--- config.mk ---
export PLATFORM = sky130hd
export DESIGN_NAME = axis_route_ctrl
export DESIGN_NICKNAME = d
export VERILOG_FILES = /design/src/rtl/axis_route_ctrl.sv
export SDC_FILE = /design/constraint.sdc
export NUM_CORES = 1
export LEC_CHECK = 0
export ABC_CLOCK_PERIOD_IN_PS = 1700
export BUFFER_PORTS_ARGS = -buffer_cell sky130_fd_sc_hd__buf_2
export CORE_ASPECT_RATIO = 2
export CORE_MARGIN = 2
export CORE_UTILIZATION = 40
export DETAILED_ROUTE_END_ITERATION = 16
export PLACE_DENSITY_LB_ADDON = 0.08
export SKIP_LAST_GASP = 1
export SYNTH_ARGS = -nofsm -noshare
export SYNTH_HDL_FRONTEND = slang
export SYNTH_SLANG_ARGS = --single-unit
--- constraint.sdc ---
create_clock -name aclk -period 1.7 [get_ports aclk]
set_clock_uncertainty 0.15 [all_clocks]
set_input_delay 0 -clock aclk [delete_from_list [all_inputs] [get_ports aclk]]
set_output_delay 0 -clock aclk [all_outputs]
set_load 0.03 [all_outputs]
--- src/rtl/axis_route_ctrl.sv ---
`default_nettype none
// ============================================================================
//  Module      : axis_route_ctrl
//  Description : Routing-code controller for a set of vFPGA regions. A
//                route-change request names a target region and a new 8-bit
//                routing code. The controller waits until that region's
//                AXI-Stream taps are quiet, which means no packet in flight on
//                any of its four streams and no tvalid asserted. It then
//                commits the code to io_ctrl[vfid] and issues a one-cycle
//                completion pulse. A request for a non-existent region
//                completes immediately with cpl_err and changes nothing.
//
//  Parameters  : N_ID           - number of regions managed
//                RST_CODE       - routing code loaded into every region on reset
//                TIMEOUT_CYCLES - drain cycles before a forced commit
//                                 (used only with ROUTE_CTRL_TIMEOUT_EN)
//
//  Ports       : aclk, areset            clock, synchronous active-high reset
//                req_valid/req_ready     request handshake
//                req_vfid, req_code      target region and new routing code
//                cpl_valid               one-cycle completion pulse
//                cpl_err, cpl_forced     completion qualifiers
//                mon_tvalid/tready/tlast per-region stream taps
//                                        [region][0 shell_in, 1 shell_out,
//                                                 2 ul_out,   3 ul_in]
//                io_ctrl                 registered routing code per region
//                drain_busy              high while waiting for a quiet region
//
//  Options     : `define ROUTE_CTRL_TIMEOUT_EN adds a drain-cycle counter. When
//                the region is still busy on the TIMEOUT_CYCLES-th drain cycle,
//                the commit is forced and cpl_forced is raised. Without the
//                macro, ST_DRAIN waits indefinitely and cpl_forced is 0.
//
//  Revision    : 1.0 - initial release
// ============================================================================
module axis_route_ctrl #(
    parameter int         N_ID           = 3,
    parameter logic [7:0] RST_CODE       = 8'h01,
    parameter int         TIMEOUT_CYCLES = 4096,
    localparam int        VFID_W         = (N_ID > 1) ? $clog2(N_ID) : 1
) (
    input  logic                     aclk,
    input  logic                     areset,
    // route-change request
    input  logic                     req_valid,
    output logic                     req_ready,
    input  logic [VFID_W-1:0]        req_vfid,
    input  logic [7:0]               req_code,
    // completion
    output logic                     cpl_valid,
    output logic                     cpl_err,
    output logic                     cpl_forced,
    // stream taps per region
    input  logic [N_ID-1:0][3:0]     mon_tvalid,
    input  logic [N_ID-1:0][3:0]     mon_tready,
    input  logic [N_ID-1:0][3:0]     mon_tlast,
    // routing codes to the interconnect
    output logic [N_ID-1:0][7:0]     io_ctrl,
    output logic                     drain_busy
);

    // ------------------------------------------------------------------------
    // State encoding
    // ------------------------------------------------------------------------
    localparam logic [1:0] ST_IDLE  = 2'd0;
    localparam logic [1:0] ST_DRAIN = 2'd1;
    localparam logic [1:0] ST_CPL   = 2'd2;

    logic [1:0]            r_state;
    logic [1:0]            w_state_nxt;

    // Latched request
    logic [VFID_W-1:0]     r_vfid;
    logic [7:0]            r_code;
    logic                  r_err;

    // Routing-code registers and stream tracking
    logic [N_ID-1:0][7:0]  r_io_ctrl;
    logic [N_ID-1:0][3:0]  r_inpkt;
    logic [N_ID-1:0]       w_quiet;

    logic                  w_tgt_quiet;
    logic                  w_accept;
    logic                  w_req_oob;
    logic                  w_timeout;
    logic                  w_commit;
    logic                  w_forced;

    assign io_ctrl = r_io_ctrl;

    // ------------------------------------------------------------------------
    // Request decode
    // ------------------------------------------------------------------------
    assign w_accept  = req_valid && (r_state == ST_IDLE);
    // The comparison is widened so that a power-of-two N_ID does not truncate.
    assign w_req_oob = (32'(req_vfid) >= 32'(N_ID));

    // ------------------------------------------------------------------------
    // In-packet tracking. A flag sets on a non-final beat and clears on the
    // final beat, so single-beat packets never set it. The flags track the
    // streams continuously and ignore the FSM state, so the flags are already
    // correct when a request arrives mid-packet.
    // ------------------------------------------------------------------------
    always_ff @(posedge aclk) begin
        if (areset) begin
            r_inpkt <= '0;
        end else begin
            for (int i = 0; i < N_ID; i++) begin
                for (int s = 0; s < 4; s++) begin
                    if (mon_tvalid[i][s] && mon_tready[i][s]) begin
                        r_inpkt[i][s] <= ~mon_tlast[i][s];
                    end
                end
            end
        end
    end

    // A region is quiet when nothing is mid-packet and nothing is offered in
    // this cycle. A pending tvalid that is not yet accepted still blocks.
    generate
        for (genvar gi = 0; gi < N_ID; gi++) begin : g_quiet
            assign w_quiet[gi] = ~(|r_inpkt[gi]) & ~(|mon_tvalid[gi]);
        end
    endgenerate

    // Quiet status of the latched target region. ST_DRAIN is only entered
    // with an in-range r_vfid.
    always_comb begin
        w_tgt_quiet = 1'b0;
        for (int i = 0; i < N_ID; i++) begin
            if (r_vfid == VFID_W'(i)) begin
                w_tgt_quiet = w_quiet[i];
            end
        end
    end

    assign w_commit = (r_state == ST_DRAIN) && (w_tgt_quiet || w_timeout);

    // ------------------------------------------------------------------------
    // Optional drain timeout
    // ------------------------------------------------------------------------
`ifdef ROUTE_CTRL_TIMEOUT_EN
    localparam int TO_W = (TIMEOUT_CYCLES > 1) ? $clog2(TIMEOUT_CYCLES + 1) : 1;

    logic [TO_W-1:0] r_to_cnt;
    logic            r_forced;

    // The counter holds the number of completed drain cycles. It is zero in
    // the first drain cycle, so a value of TIMEOUT_CYCLES-1 marks the
    // TIMEOUT_CYCLES-th drain cycle.
    always_ff @(posedge aclk) begin
        if (areset || (r_state != ST_DRAIN)) begin
            r_to_cnt <= '0;
        end else begin
            r_to_cnt <= r_to_cnt + 1'b1;
        end
    end

    assign w_timeout = (r_state == ST_DRAIN) &&
                       (r_to_cnt == TO_W'(TIMEOUT_CYCLES - 1));

    // The commit is forced only if the timeout fires while the region is
    // still busy. Hitting the limit on a quiet cycle is a normal commit.
    always_ff @(posedge aclk) begin
        if (areset) begin
            r_forced <= 1'b0;
        end else if (w_accept) begin
            r_forced <= 1'b0;
        end else if (w_commit) begin
            r_forced <= ~w_tgt_quiet;
        end
    end

    assign w_forced = r_forced;
`else
    logic w_unused_timeout;

    assign w_timeout        = 1'b0;
    assign w_forced         = 1'b0;
    assign w_unused_timeout = (TIMEOUT_CYCLES > 0);
`endif

    // ------------------------------------------------------------------------
    // FSM: state register
    // ------------------------------------------------------------------------
    always_ff @(posedge aclk) begin
        if (areset) begin
            r_state <= ST_IDLE;
        end else begin
            r_state <= w_state_nxt;
        end
    end

    // ------------------------------------------------------------------------
    // FSM: next-state logic
    // ------------------------------------------------------------------------
    always_comb begin
        w_state_nxt = r_state;
        case (r_state)
            ST_IDLE: begin
                if (req_valid) begin
                    // Out-of-range targets have nothing to drain.
                    w_state_nxt = w_req_oob ? ST_CPL : ST_DRAIN;
                end
            end
            ST_DRAIN: begin
                if (w_commit) begin
                    w_state_nxt = ST_CPL;
                end
            end
            ST_CPL: begin
                w_state_nxt = ST_IDLE;
            end
            default: begin
                w_state_nxt = ST_IDLE;
            end
        endcase
    end

    // ------------------------------------------------------------------------
    // FSM: outputs. The completion qualifiers are gated by the state so they
    // can never be high without cpl_valid.
    // ------------------------------------------------------------------------
    always_comb begin
        req_ready  = (r_state == ST_IDLE);
        drain_busy = (r_state == ST_DRAIN);
        cpl_valid  = (r_state == ST_CPL);
        cpl_err    = (r_state == ST_CPL) && r_err;
        cpl_forced = (r_state == ST_CPL) && w_forced;
    end

    // ------------------------------------------------------------------------
    // Request latch and routing-code registers. The code is written on the
    // commit edge, so it is already visible during the ST_CPL cycle. A reset
    // during ST_DRAIN or ST_CPL drops the latched request.
    // ------------------------------------------------------------------------
    always_ff @(posedge aclk) begin
        if (areset) begin
            r_vfid <= '0;
            r_code <= '0;
            r_err  <= 1'b0;
            for (int i = 0; i < N_ID; i++) begin
                r_io_ctrl[i] <= RST_CODE;
            end
        end else begin
            if (w_accept) begin
                r_vfid <= req_vfid;
                r_code <= req_code;
                r_err  <= w_req_oob;
            end
            if (w_commit) begin
                for (int i = 0; i < N_ID; i++) begin
                    if (r_vfid == VFID_W'(i)) begin
                        r_io_ctrl[i] <= r_code;
                    end
                end
            end
        end
    end

endmodule
`default_nettype wire

==> results by group <==
Outcome
  • Status: complete, no violations

Timing
  • Final slew viol count: 0
  • Worst-Margin Slew: 0.657 ns
  • Slew headroom: 56.2%
  • Final period util: 94.1%
  • Setup violators final: 0
  • Peak Freq: 625 MHz
  • RSZ-0062 raised after global routing: true
  • Hold_ws: 0.0610 ns
  • Crit path time final: 1.60 ns
  • Hold Vio Cnt, Final: 0

Route
  • Routed via count: 2171
  • Via density: 5.22
  • Antenna Nets Post-Route: 0
  • DR iter-0 viols: 80
  • DR WL/cell: 15.2 um
  • Final wirelength: 6.31 mm
  • Detailed-route DRC error count: 0
  • Pre-Repair DR Iteration Count: 4

Die
  • Cell row count: 38
  • I/O pin count: 78
  • Core Area: 5370 um2
  • Die H: 109 um
  • Die Footprint: 6150 um2
  • Initial Util: 41.0%
  • Width of the die: 56.5 um

CTS
  • Htree depth: 2
  • Clock Latency Late Sink: 0.32 ns
  • CTS sink count: 49
  • Root buf cell: clkbuf_8
  • Num CTS Buffers: 5
  • CTS tree: yes
  • Clk slew on worst S/H paths: 0.10 ns
  • Max Root-Sink Buffers: 2

Setup path
  • CP max FO: 12
  • CP Buf/Inv Count: 1
  • Reg2Reg Launch Point: r_state[1]
  • R2R setup slack: 0.10 ns
  • Worst endpoint required time: 1.73 ns
  • Setup Crit Path Kind: reg -> reg
  • Reg2Reg Depth: 5
  • CP Cell Sequence: nor4b_4, buf_6, and2b_1, a31oi_1, o22ai_1
  • Critical path's slowest cell: dfxtp_1
  • CP endpoint kind: flop
  • Setup crit start: r_state[1]
  • CP delay by family, top: simple AND/OR/NAND/NOR gates
  • Worst r2r dst: io_ctrl[1]
  • Crit path arrival time: 1.63 ns
  • Worst path depth: 5
  • Crit path launch type: flop
  • CP max stage delay: 0.38 ns
  • Worst Setup EP: io_ctrl[1]

Global routing
  • Met1 usage: 20.1%
  • All-Layer GR Usage: 21.5%
  • Vias in the first global route: 2180
  • First-pass GRT wire length: 10.0 mm
  • Met3 usage: 4.74%
  • Largest net degree at the start of global routing: 41
  • Total grt overflow: 0
  • Met2 usage: 42.9%
  • Antenna violations before repair: 0
  • Global routing's busiest layer: met2

Synth
  • Syn nets: 280
  • Yosys warns: 0
  • Sequential fraction of the synthesis area: 44.5%
  • Yosys reg bits: 49
  • Mapped Area: 2200 um2
  • Yosys top cell by area: dfxtp_1
  • Yosys cell types: 34
  • Gate Count Post-Synth: 231
  • Post-synth top area share: 44.5%
  • Syn_area_per_cell: 9.53 um2
  • Synth area leaders: dfxtp_1 45%, a21oi_1 5.9%, nand3b_1 4.8%

Power
  • Leakage power: 1.40 nW
  • Pwr Density: 754 nW/um2
  • Worst IR Drop VDD: 691 uV
  • Total power: 2.42 mW

Cells and area
  • Post-route cell area: 3210 um2
  • Fraction of layout cells with a size suffix above 1: 31.5%
  • Core Util, Final: 59.7%
  • Nets@finish: 404
  • Final cell count without fillers: 416
  • ANT cells: 0
  • Layout area overhead: 45.7%

Place
  • GP Congestion: 0.750
  • Number of port buffers: 76
  • Dpl cells: 364
  • DP HPWL: 4.27 mm
  • Dpl cell area: 2660 um2

Job
  • Max-cap viol count: 0

Hold path
  • HP Class: in -> reg
-- routing by layer --
layer	wire length, um	part of all wire (%)
met1	2310	37
met5	0	0
met3	255	4.0
met2	3620	57
met4	124	2.0
-- timing repair --
action	in CTS	in global routing
setup buffers	0	1
endpoints found under the hold margin	28	0
gates resized for setup	0	4
hold buffers	43	0
setup endpoints to repair	0	14
-- cell usage after synthesis, drive strengths merged --
| library cell | count |
|---|---|
| nand3 | 6 |
| nand4 | 1 |
| and2b | 9 |
| o21ai | 1 |
| nor2 | 12 |
| a311oi | 12 |
| clkbuf | 8 |
| o22ai | 12 |
| o21a | 1 |
| a211o | 3 |
| and4bb | 1 |
| nand4b | 1 |
| nor3 | 1 |
| nor4 | 6 |
| a31oi | 13 |
| inv | 1 |
| and2 | 4 |
| a21oi | 27 |
| mux2i | 7 |
| nor2b | 5 |
| nand2 | 26 |
| buf | 8 |
| dfxtp | 49 |
| nand3b | 14 |
| conb | 1 |
| nor4b | 2 |
-- worst reg2reg max path: stages, from the launching register on --
cell     delay, ns
dfxtp_1       0.38
nor4b_4       0.34
buf_6         0.18
and2b_1       0.18
a31oi_1       0.14
o22ai_1       0.09
-- where the power goes --
group / internal (mW) / switching (mW)
combinational: 0.232 / 0.218
sequential: 1.20 / 0.0587
clock: 0.293 / 0.422
-- stage by stage --
stage               setup WS (ns)  TNS (ns)
floorplan                  0.0887         0
detailed placement         0.0437         0
finish                      0.100         0
CTS                        0.0416         0
global placement           0.0970         0
global route              -0.0225   -0.0225
-- cells in the final DEF (no fill, tap or decap), drive strengths merged, types with 2 or more instances in the layout --
| master | n |
|---|---|
| nor2b | 5 |
| nand3b | 14 |
| buf | 90 |
| a31oi | 13 |
| clkinv | 3 |
| and2 | 4 |
| dfxtp | 49 |
| and2b | 9 |
| a211o | 3 |
| a21oi | 27 |
| clkbuf | 5 |
| dlygate4sd3 | 43 |
| nand2 | 26 |
| mux2i | 7 |
| nor2 | 12 |
| a311oi | 12 |
| nand3 | 6 |
| nor4b | 2 |
| o22ai | 12 |
| nor4 | 6 |
-- layout make-up --
| cell class | count | area (um2) |
|---|---|---|
| Fill cell | 528 | 2160 |
| Multi-Input combinational cell | 165 | 1130 |
| Sequential cell | 49 | 983 |
| Timing Repair Buffer | 133 | 920 |
| Tap cell | 60 | 75.1 |
| Clock buffer | 5 | 68.8 |
| Clock inverter | 3 | 22.5 |
| Inverter | 1 | 3.75 |
-- worst min path at each step --
stage | depth (start not counted) | startpoint | endpoint
final | 4 | mon_tvalid[11] | io_ctrl[16]
after detailed placement | 2 | mon_tlast[2] | r_inpkt[2]
after floorplan | 1 | mon_tready[0] | r_inpkt[0]
after CTS | 4 | mon_tvalid[11] | io_ctrl[16]
after global routing | 4 | mon_tvalid[11] | io_ctrl[16]
after global placement | 2 | mon_tlast[2] | r_inpkt[2]
-- state kept, by name (all words and copies together), names as in the netlist --
register / flops
r_state: 2
r_vfid: 2
r_code: 8
r_err: 1
r_inpkt: 12
io_ctrl: 24
-- logic make-up (layout without fill, tap and decap cells) --
family,after synthesis,in the layout,share of synthesized area (%)
flops,49,49,44.5
compound gates,69,69,19.9
buf+inv,17,142,4.32
mux,7,7,3.18
other cells,1,1,0.170
simple gates,88,88,27.8
No activity file was read; power rests on OpenSTA's default activity.
